### config.mk
export PLATFORM = sky130hd
export DESIGN_NAME = spike_window_monitor_flat
export DESIGN_NICKNAME = d
export VERILOG_FILES = /design/src/rtl/spike_window_monitor_if.sv /design/src/rtl/spike_window_monitor.sv /design/src/flat_wrapper.sv
export SDC_FILE = /design/constraint.sdc
export NUM_CORES = 1
export LEC_CHECK = 0
export CORE_MARGIN = 2
export CORE_UTILIZATION = 40
export DETAILED_ROUTE_END_ITERATION = 8
export HOLD_SLACK_MARGIN = 0.08
export SLEW_MARGIN = 20
export SYNTH_ARGS = -nofsm -noshare
export SYNTH_HDL_FRONTEND = slang
export SYNTH_SLANG_ARGS = --single-unit
### constraint.sdc
create_clock -name clk -period 5.15 [get_ports clk]
set_clock_uncertainty 0.1 [all_clocks]
set_input_delay 1.545 -clock clk [delete_from_list [all_inputs] [get_ports clk]]
set_output_delay 1.545 -clock clk [all_outputs]
set_load 0.1 [all_outputs]
### src/rtl/spike_window_monitor_if.sv
`default_nettype none
// +------------------------------------------------------------------------+
// | spike_window_monitor_if                                                |
// | Spike input/enable and windowed statistics outputs of the monitor.     |
// | Revision: 1.0                                                          |
// +------------------------------------------------------------------------+
interface spike_window_monitor_if;
  logic       spike;
  logic       en;
  logic [7:0] count;
  logic [7:0] isi;
  logic       valid;
  logic       burst;

  // master drives the neuron side; slave is the monitor itself
  modport master (output spike, en, input count, isi, valid, burst);
  modport slave  (input spike, en, output count, isi, valid, burst);
endinterface
`default_nettype wire

### src/rtl/spike_window_monitor.sv
`default_nettype none
// +------------------------------------------------------------------------+
// | spike_window_monitor                                                   |
// | Counts rising spike edges per WINDOW enabled cycles and tracks the     |
// | last inter-spike interval; all statistics saturate at 255.             |
// | Revision: 1.0                                                          |
// +------------------------------------------------------------------------+
module spike_window_monitor #(
  parameter int WINDOW   = 16,
  parameter int BURST_TH = 4
) (
  input  wire                    clk,
  input  wire                    rst_n,
  spike_window_monitor_if.slave  bus
);

  localparam int               c_WIN_W    = (WINDOW > 1) ? $clog2(WINDOW) : 1;
  localparam logic [c_WIN_W-1:0] c_WIN_LAST = c_WIN_W'(WINDOW - 1);
  localparam logic [7:0]       c_BURST_TH = 8'(BURST_TH);

  logic               r_spike_d;
  logic [c_WIN_W-1:0] r_win_cnt;
  logic [7:0]         r_acc;
  logic [7:0]         r_isi_cnt;
  logic               r_seen;
  logic [7:0]         r_count;
  logic [7:0]         r_isi;
  logic               r_valid;
  logic               r_burst;

  logic               w_edge;
  logic               w_wrap;
  logic [7:0]         w_acc_next;
  logic [7:0]         w_isi_inc;

  // Edges are only counted in enabled cycles; a held level counts once.
  assign w_edge     = bus.spike & ~r_spike_d & bus.en;
  assign w_wrap     = bus.en & (r_win_cnt == c_WIN_LAST);
  assign w_acc_next = (r_acc == 8'hFF) ? 8'hFF : r_acc + {7'd0, w_edge};
  assign w_isi_inc  = (r_isi_cnt == 8'hFF) ? 8'hFF : r_isi_cnt + 8'd1;

  always_ff @(posedge clk) begin
    if (!rst_n) begin
      r_spike_d <= 1'b0;
      r_win_cnt <= '0;
      r_acc     <= 8'd0;
      r_isi_cnt <= 8'd0;
      r_seen    <= 1'b0;
      r_count   <= 8'd0;
      r_isi     <= 8'd0;
      r_valid   <= 1'b0;
      r_burst   <= 1'b0;
    end else begin
      r_spike_d <= bus.spike;
      r_valid   <= 1'b0;
      if (bus.en) begin
        // The closing window absorbs an edge landing on its last cycle.
        if (w_wrap) begin
          r_count   <= w_acc_next;
          r_burst   <= (w_acc_next >= c_BURST_TH);
          r_acc     <= 8'd0;
          r_win_cnt <= '0;
          r_valid   <= 1'b1;
        end else begin
          r_acc     <= w_acc_next;
          r_win_cnt <= r_win_cnt + c_WIN_W'(1);
        end

        if (w_edge) begin
          r_isi_cnt <= 8'd1;
          r_seen    <= 1'b1;
          if (r_seen) begin
            r_isi <= r_isi_cnt;
          end
        end else begin
          r_isi_cnt <= w_isi_inc;
        end
      end
    end
  end

  assign bus.count = r_count;
  assign bus.isi   = r_isi;
  assign bus.valid = r_valid;
  assign bus.burst = r_burst;

endmodule
`default_nettype wire

### src/flat_wrapper.sv
// flat-port wrapper written by rule: the top's interface ports become plain ports
module spike_window_monitor_flat 
#(
  parameter int WINDOW   = 16,
  parameter int BURST_TH = 4
)
  (clk, rst_n, bus_spike, bus_en, bus_count, bus_isi, bus_valid, bus_burst);
  spike_window_monitor_if bus_i ();
  input  wire clk;
  input  wire rst_n;
  input wire logic [$bits(bus_i.spike)-1:0] bus_spike;
  input wire logic [$bits(bus_i.en)-1:0] bus_en;
  output wire logic [$bits(bus_i.count)-1:0] bus_count;
  output wire logic [$bits(bus_i.isi)-1:0] bus_isi;
  output wire logic [$bits(bus_i.valid)-1:0] bus_valid;
  output wire logic [$bits(bus_i.burst)-1:0] bus_burst;
  assign bus_i.spike = bus_spike;
  assign bus_i.en = bus_en;
  assign bus_count = bus_i.count;
  assign bus_isi = bus_i.isi;
  assign bus_valid = bus_i.valid;
  assign bus_burst = bus_i.burst;
  spike_window_monitor #(.WINDOW(WINDOW), .BURST_TH(BURST_TH)) u_core (.clk(clk), .rst_n(rst_n), .bus(bus_i));
endmodule
==> results of run 1 <==
[synth_stat cells, types with 2 or more instances]
library cell	number
and3_1	2
and4_2	2
ha_1	4
xor2_1	2
a41oi_1	2
a21oi_1	24
xnor2_1	2
o211a_1	2
o21a_1	2
nand2_1	32
nor3_1	3
a211oi_1	8
buf_4	5
nor2b_1	3
inv_1	3
buf_2	2
a31oi_1	7
and2_1	3
o2bb2ai_1	2
dfxtp_1	40
nor4_1	2
nor2_1	16
nand4_1	6
clkbuf_1	6
o21ai_0	16
nand4_2	2
nand3_1	8
[flip-flops by register name, indices dropped and copies added, names as in the netlist]
name              cells
u_core.r_seen         1
u_core.r_spike_d      1
u_core.r_acc          8
u_core.r_isi_cnt      8
u_core.r_win_cnt      4
u_core.bus.isi        8
u_core.bus.valid      1
u_core.bus.burst      1
u_core.bus.count      8
[where the power goes]
part / internal, W / leakage (nW) / switching [W]
logic: 0.00000989 / 0.431 / 0.0000188
registers: 0.000313 / 0.323 / 0.00000405
clock network: 0.000144 / 0.0552 / 0.000110
[worst max-delay path by stage]
stage / to / slack [ns] / depth (start not counted) / from
after floorplan: u_core.bus.burst$_SDFFE_PN0P_ / 1.78 / 9 / bus_en
after global placement: u_core.bus.burst$_SDFFE_PN0P_ / 1.28 / 7 / bus_en
after detailed placement: u_core.bus.burst$_SDFFE_PN0P_ / 1.23 / 7 / bus_en
after CTS: u_core.bus.burst$_SDFFE_PN0P_ / 1.55 / 7 / bus_en
after global routing: u_core.bus.burst$_SDFFE_PN0P_ / 1.33 / 6 / bus_en
final: u_core.bus.burst$_SDFFE_PN0P_ / 1.53 / 7 / bus_en
[kinds of logic (layout without fill, tap and decap cells)]
family | Yosys count | in the layout | synth area share [%]
and+or+nand+nor | 87 | 87 | 23.51
muxes | 1 | 1 | 0.5253
xor gates and xnor gates | 4 | 4 | 1.839
AOI/OAI and AO/OA | 73 | 73 | 24.56
DFF | 40 | 40 | 42.02
adders and majority gates | 4 | 4 | 2.627
buffers and inverters | 19 | 35 | 4.924
[through the flow]
step                cells  util [%]  cell area (µm²)  hold slack [ns]  total power [W]
floorplan             228         -             1906           0.3539        0.0003438
global placement      290     45.48             2120           0.3456        0.0003530
detailed placement    290     45.48             2120           0.3475        0.0003529
CTS                   298     47.79             2227           0.3590        0.0006088
global route          298     47.79             2227           0.3717        0.0006205
finish                298     47.79             2227           0.3544        0.0005999
[worst max-delay path: cells and delay by family]
family	cells	cell delay (ns)
AO/OA/AOI/OAI	2	0.17
adder cells (fa/ha/maj)	2	0.61
buffers and inverters	1	0.60
AND/OR/NAND/NOR	2	0.77
[routing by layer]
layer	wire length [µm]	part of all wire, %	vias up
met5	0	0	-
met4	74	1.7	0
met3	139	3.2	5
met2	1907	44	29
met1	2189	51	785
li1	-	-	862
[final cells by class]
cell class | instances | area (µm²)
tap | 54 | 67.56
multi-input combinational | 169 | 1011
clock buffer | 6 | 72.57
fill | 458 | 2434
inverter | 4 | 15.01
clock inverter | 2 | 35.03
timing repair buffer | 23 | 225.2
sequential | 40 | 800.8
[cell usage in the layout (no fill, tap or decap), types with 6 or more instances in the layout]
| cell type | synthesis | final |
|---|---|---|
| dfxtp_1 | 40 | 40 |
| nand2_1 | 32 | 32 |
| a21oi_1 | 24 | 24 |
| clkdlybuf4s50_1 | 0 | 21 |
| nor2_1 | 16 | 16 |
| o21ai_0 | 16 | 16 |
| nand3_1 | 8 | 8 |
| a211oi_1 | 8 | 8 |
| a31oi_1 | 7 | 7 |
| nand4_1 | 6 | 6 |
==> results.md, run 1 <==
- R2r worst-path depth: 6
- Reg2reg end: u_core.bus.burst$_SDFFE_PN0P_
- Die W: 73.02 µm
- Worst reg-to-reg setup slack: ~3.1 ns
- CP Launch Type: primary input
- Crit path DAT: roughly 3.7 ns
- Vias: 1681
- Post-CTS sizing: 0
- Worst vdd ir: 0.1569 mV
- Diode count: 0
- Critical Path RT: roughly 5.2 ns
- Min-delay src: u_core.bus.isi[0]$_SDFFE_PN0P_
- Pin count of the biggest net entering global routing: 20
- HP Class: flop to flop
- H-tree levels: 2
- Fin crit period: ~3.6 ns
- Initial antenna violation count: 0
- HPWL after DPL: just under 3000 µm
- Clock latency on the worst-skew pair: roughly 0.3 ns
- Reg2reg start: u_core.r_spike_d$_SDFF_PN0_
- Starting density of the core: between 40% and 50%
- CP max stage delay: around 0.60 ns
- CTS sink cnt: 40
- Synthesized area per cell: 8.358 µm²
- # hold bufs at CTS: 0
- Inserted Clock Buffers: 5
- Total wire length: 4311 µm
- Outcome: complete, no violations
- Met1 usage: 26.62%
- # port buffers: 21
- CP Max Fanout: 12
- Worst Hold Path EP: u_core.bus.isi[0]$_SDFFE_PN0P_
- DRC violations left: 0
- Placement row count: 25
- I/O pin cnt: 22
- Met2 GRT Util: about a quarter
- Mapped Area: 1906 µm²
- Die height: 73.02 µm
- Max clock buf depth: 2
- First-pass GRT wire length: between 7000 and 8000 µm
- Drt pass-1 iters: 4
- Core area: approximately 4700 µm²
- Synth Flop Type: dfxtp_1
- Max Freq: roughly 0.28 GHz
- Cell mode on critical path: ha_1
- Fin nets: between 200 and 300
- Critical path cell sequence: clkdlybuf4s50_1 -> and3b_1 -> ha_1 -> ha_1 -> or4_1 -> o21ai_0 -> a31oi_1
- Sequential area share after synthesis: 42.02%
- Critical Path End Type: flop
- Synth top area share: 42.02%
- Setup tns final: 0 ns
- Area contributors post-synth: dfxtp_1 (42%), a21oi_1 (6.3%), nand2_1 (6.3%)
- CP Class: primary input to flop
- Post-synthesis net count: ~240
- Synth warnings: 0
- DR iter-0 viols: about 140
- Final Setup Violations: 0
- Worst-path clk slew: 0.08 ns
- Die area: 5332 µm²
- Slowest stage cell on the critical path: clkdlybuf4s50_1
- Power density over cell area: 269.4 nW/µm²
- Routability Congestion: approximately 0.89
- Root Buffer: clkbuf_8
- Antenna viol nets, final: 0
- Slew HR: between 30% and 40%
- Vias in the first global route: between 1500 and 2000
- Post-Place Setup Slack: between 1 and 1.5 ns
- Vias per Instance: 5.641
- Distinct cell type count after synthesis: approximately 50
- Hold Crit Depth: 2
- Seq cells post-synth: 40
- Number of flops mapped to enable cells by yosys: 0
- Total track usage: 18.30%
- Synthesized instance count: about 230
- Slew @ Worst Pin: approximately 0.97 ns
- Tcrit/Tclk final: between 70% and 80%
- Final slew viol count: 0
- Final Hold Fails: 0
- RSZ-0062 raised after global routing: false
- Fin worst setup slack: approximately 1.5 ns
- Share of post-route cells with drive strength above 1: 8.607%
- GR peak layer: met1
- Synth-to-Final Area Change: 16.87%
- GR Overflow Total: 0
- Largest area contributor in the synthesized netlist: dfxtp_1
- Pleak: between 0.8 and 0.9 nW
- Met3 GRT Util: under 10%
- Max Cap Viol: 0
- Routed WL per cell: 14.47 µm
- CTS tree: yes
- Post-synth ARST share: 0%
- Setup Buffers After CTS: 0
(Power assumes the default switching activity.)
==> inputs of run 2 (changes only) <==
==> constraint.sdc (replaced) <==
create_clock -name clk -period 3.1 [get_ports clk]
set_clock_uncertainty 0.1 [all_clocks]
set_input_delay 0.93 -clock clk [delete_from_list [all_inputs] [get_ports clk]]
set_output_delay 0.93 -clock clk [all_outputs]
set_load 0.1 [all_outputs]
==> run 2 against run 1 <==
Net effect:
- critical path depth unchanged
- final cell count rose by 2.3%
- flip-flop and latch count stayed put
- highest routed layer unchanged
- cell area is 0.11% lower
- sequential power is 66% higher
- via count is 0.42% lower
- routed wire length is 0.60% lower
- critical endpoint unchanged
- combinational power is 78% higher
==> results.md, run 2 (same netlist as run 1, synthesis figures left out) <==
- Routability Congestion: 0.8346 (-6.1%)
- Tcrit/Tclk final: ~87%
- Slew @ Worst Pin: 0.4424 ns (-0.5295 ns)
- Critical Path End Type: flop
- Antenna viol nets, final: 0 (unchanged)
- Synth-to-Final Area Change: 16.74%
- Total wire length: 4285 µm (-0.60%)
- Core area: 4661 µm² (unchanged)
- CTS tree: yes
- Cell area after layout: 2225 µm² (-0.11%)
- Pleak: 0.8701 nW (+7.5%)
- Worst vdd ir: 0.2399 mV (+53%)
- Vias per Instance: 5.489 (-2.7%)
- Vias: 1674 (-0.42%)
- Final hold slack: 0.3563 ns (+0.001907 ns)
- Slowest stage cell on the critical path: clkdlybuf4s50_1
- Setup Buffers After CTS: 0 (unchanged)
- # hold bufs at CTS: 0 (unchanged)
- Starting density of the core: 40.89% (unchanged)
- Critical Path RT: 3.18 ns (-2.06 ns)
- Initial antenna violation count: 0 (unchanged)
- DRC violations left: 0 (unchanged)
- Root Buffer: clkbuf_8
- Final Hold Fails: 0 (unchanged)
- H-tree levels: 2 (unchanged)
- Die height: 73.02 µm (unchanged)
- Total track usage: 17.40% (-0.91 points)
- Share of post-route cells with drive strength above 1: 18.73% (+10 points)
- CP Class: primary input to flop
- Max Cap Viol: 0 (unchanged)
- Clock latency on the worst-skew pair: 0.29 ns (about the same)
- Post-CTS sizing: 0 (unchanged)
- Post-Place Setup Slack: 0.1137 ns (-1.121 ns)
- Max clock buf depth: 2 (unchanged)
- Cell mode on critical path: ha_1
- Die area: 5332 µm² (unchanged)
- Reg2reg start: u_core.r_spike_d$_SDFF_PN0_
- CP Max Fanout: 7 (-5)
- CP Launch Type: primary input
- GR Overflow Total: 0 (unchanged)
- Setup tns final: 0 ns (unchanged)
- Commonest non-fill, non-tap cells in the layout: dfxtp_1 (40), nand2_1 (32), buf_4 (27), a21oi_1 (24)
- First-pass GRT wire length: 7334 µm (-2.5%)
- CTS sink cnt: 40 (unchanged)
- Routed WL per cell: 14.05 µm (-2.9%)
- Critical path cell sequence: clkdlybuf4s50_1 -> and3b_1 -> ha_1 -> ha_1 -> or4_1 -> o21ai_0 -> a31oi_1
- HP Class: flop to flop
- I/O pin cnt: 22 (unchanged)
- Fin nets: 258 (+2.8%)
- # port buffers: 21 (unchanged)
- Max Freq: about 0.37 GHz
- Power density over cell area: 426.8 nW/µm² (+58%)
- Crit path from: bus_en
- Crit path DAT: 2.77 ns (-0.94 ns)
- Placement row count: 25 (unchanged)
- DR iter-0 viols: 96 (-32%)
- HPWL after DPL: 2880 µm (-0.41%)
- Pin count of the biggest net entering global routing: 28 (+40%)
- Commonest non-fill, non-tap cell in the layout: dfxtp_1
- Min-delay src: u_core.bus.isi[0]$_SDFFE_PN0P_
- Diode count: 0 (unchanged)
- Final slew viol count: 0 (unchanged)
- Inserted Clock Buffers: 5 (unchanged)
- CP max stage delay: 0.44 ns (-0.16 ns)
- Drt pass-1 iters: 4 (unchanged)
- RSZ-0062 raised after global routing: false
- Post-DP Area: 2127 µm² (+0.35%)
- Worst-path clk slew: 0.08 ns (about the same)
- Core Util, Final: 47.73% (-0.054 points)
- Die W: 73.02 µm (unchanged)
- Outcome: complete, no violations
- Vias in the first global route: 1525 (+0.20%)
- Fin crit period: 2.698 ns
- Fin worst setup slack: 0.4018 ns (-1.128 ns)
- Slew HR: 70.40% (+35 points)
- Final Setup Violations: 0 (unchanged)
## run 2: cell count changes in the layout (fill, tap and decap cells not counted), sizes merged
cell,delta
buf,+25
bufinv,-1
clkdlybuf4s50,-18
clkinv,-1
clkinvlp,+2
## run 2: critical path, delay by kind of cell
kind                       cells  cell delay [ns]
buffers and inverters          1             0.44
and+or+nand+nor                2             0.63
adders and majority gates      2             0.58
AOI/OAI and AO/OA              2             0.19
## run 2: path summary, 6_finish.rpt
path | slack, ns | depth (start not counted) | end
max | 0.40 | 7 | u_core.bus.burst$_SDFFE_PN0P_
min | 0.36 | 2 | u_core.bus.isi[0]$_SDFFE_PN0P_
max reg2reg | 1.13 | 6 | u_core.bus.burst$_SDFFE_PN0P_
min reg2reg | 0.36 | 2 | u_core.bus.isi[0]$_SDFFE_PN0P_
## run 2: area by class of cell
cell class | count | area (µm²)
Clock buffer | 6 | 82.58
Clock inverter | 2 | 15.01
Fill cell | 460 | 2436
Inverter | 4 | 15.01
Multi-Input combinational cell | 169 | 1011
Sequential cell | 40 | 800.8
Tap cell | 54 | 67.56
Timing Repair Buffer | 30 | 232.7
## run 2: metrics by stage
step | total power (W) | std cells
2_1_floorplan | 0.0005712 | 228
3_3_place_gp | 0.0005894 | 297
3_5_place_dp | 0.0005894 | 297
4_1_cts | 0.0009598 | 305
5_1_grt | 0.0009877 | 305
6_report | 0.0009495 | 305
## run 2: power by group
group          switching (W)  internal [W]
registers         0.00000715      0.000520
clock network       0.000191      0.000180
logic              0.0000321     0.0000189
## run 2: per-layer routing
layer	share of wire, %	up-vias	GRT usage [%]
met5	0	-	0
met3	2.6	4	4.144
met4	0.89	0	4.321
met2	41	22	24.82
met1	55	773	26.13
li1	-	875	-
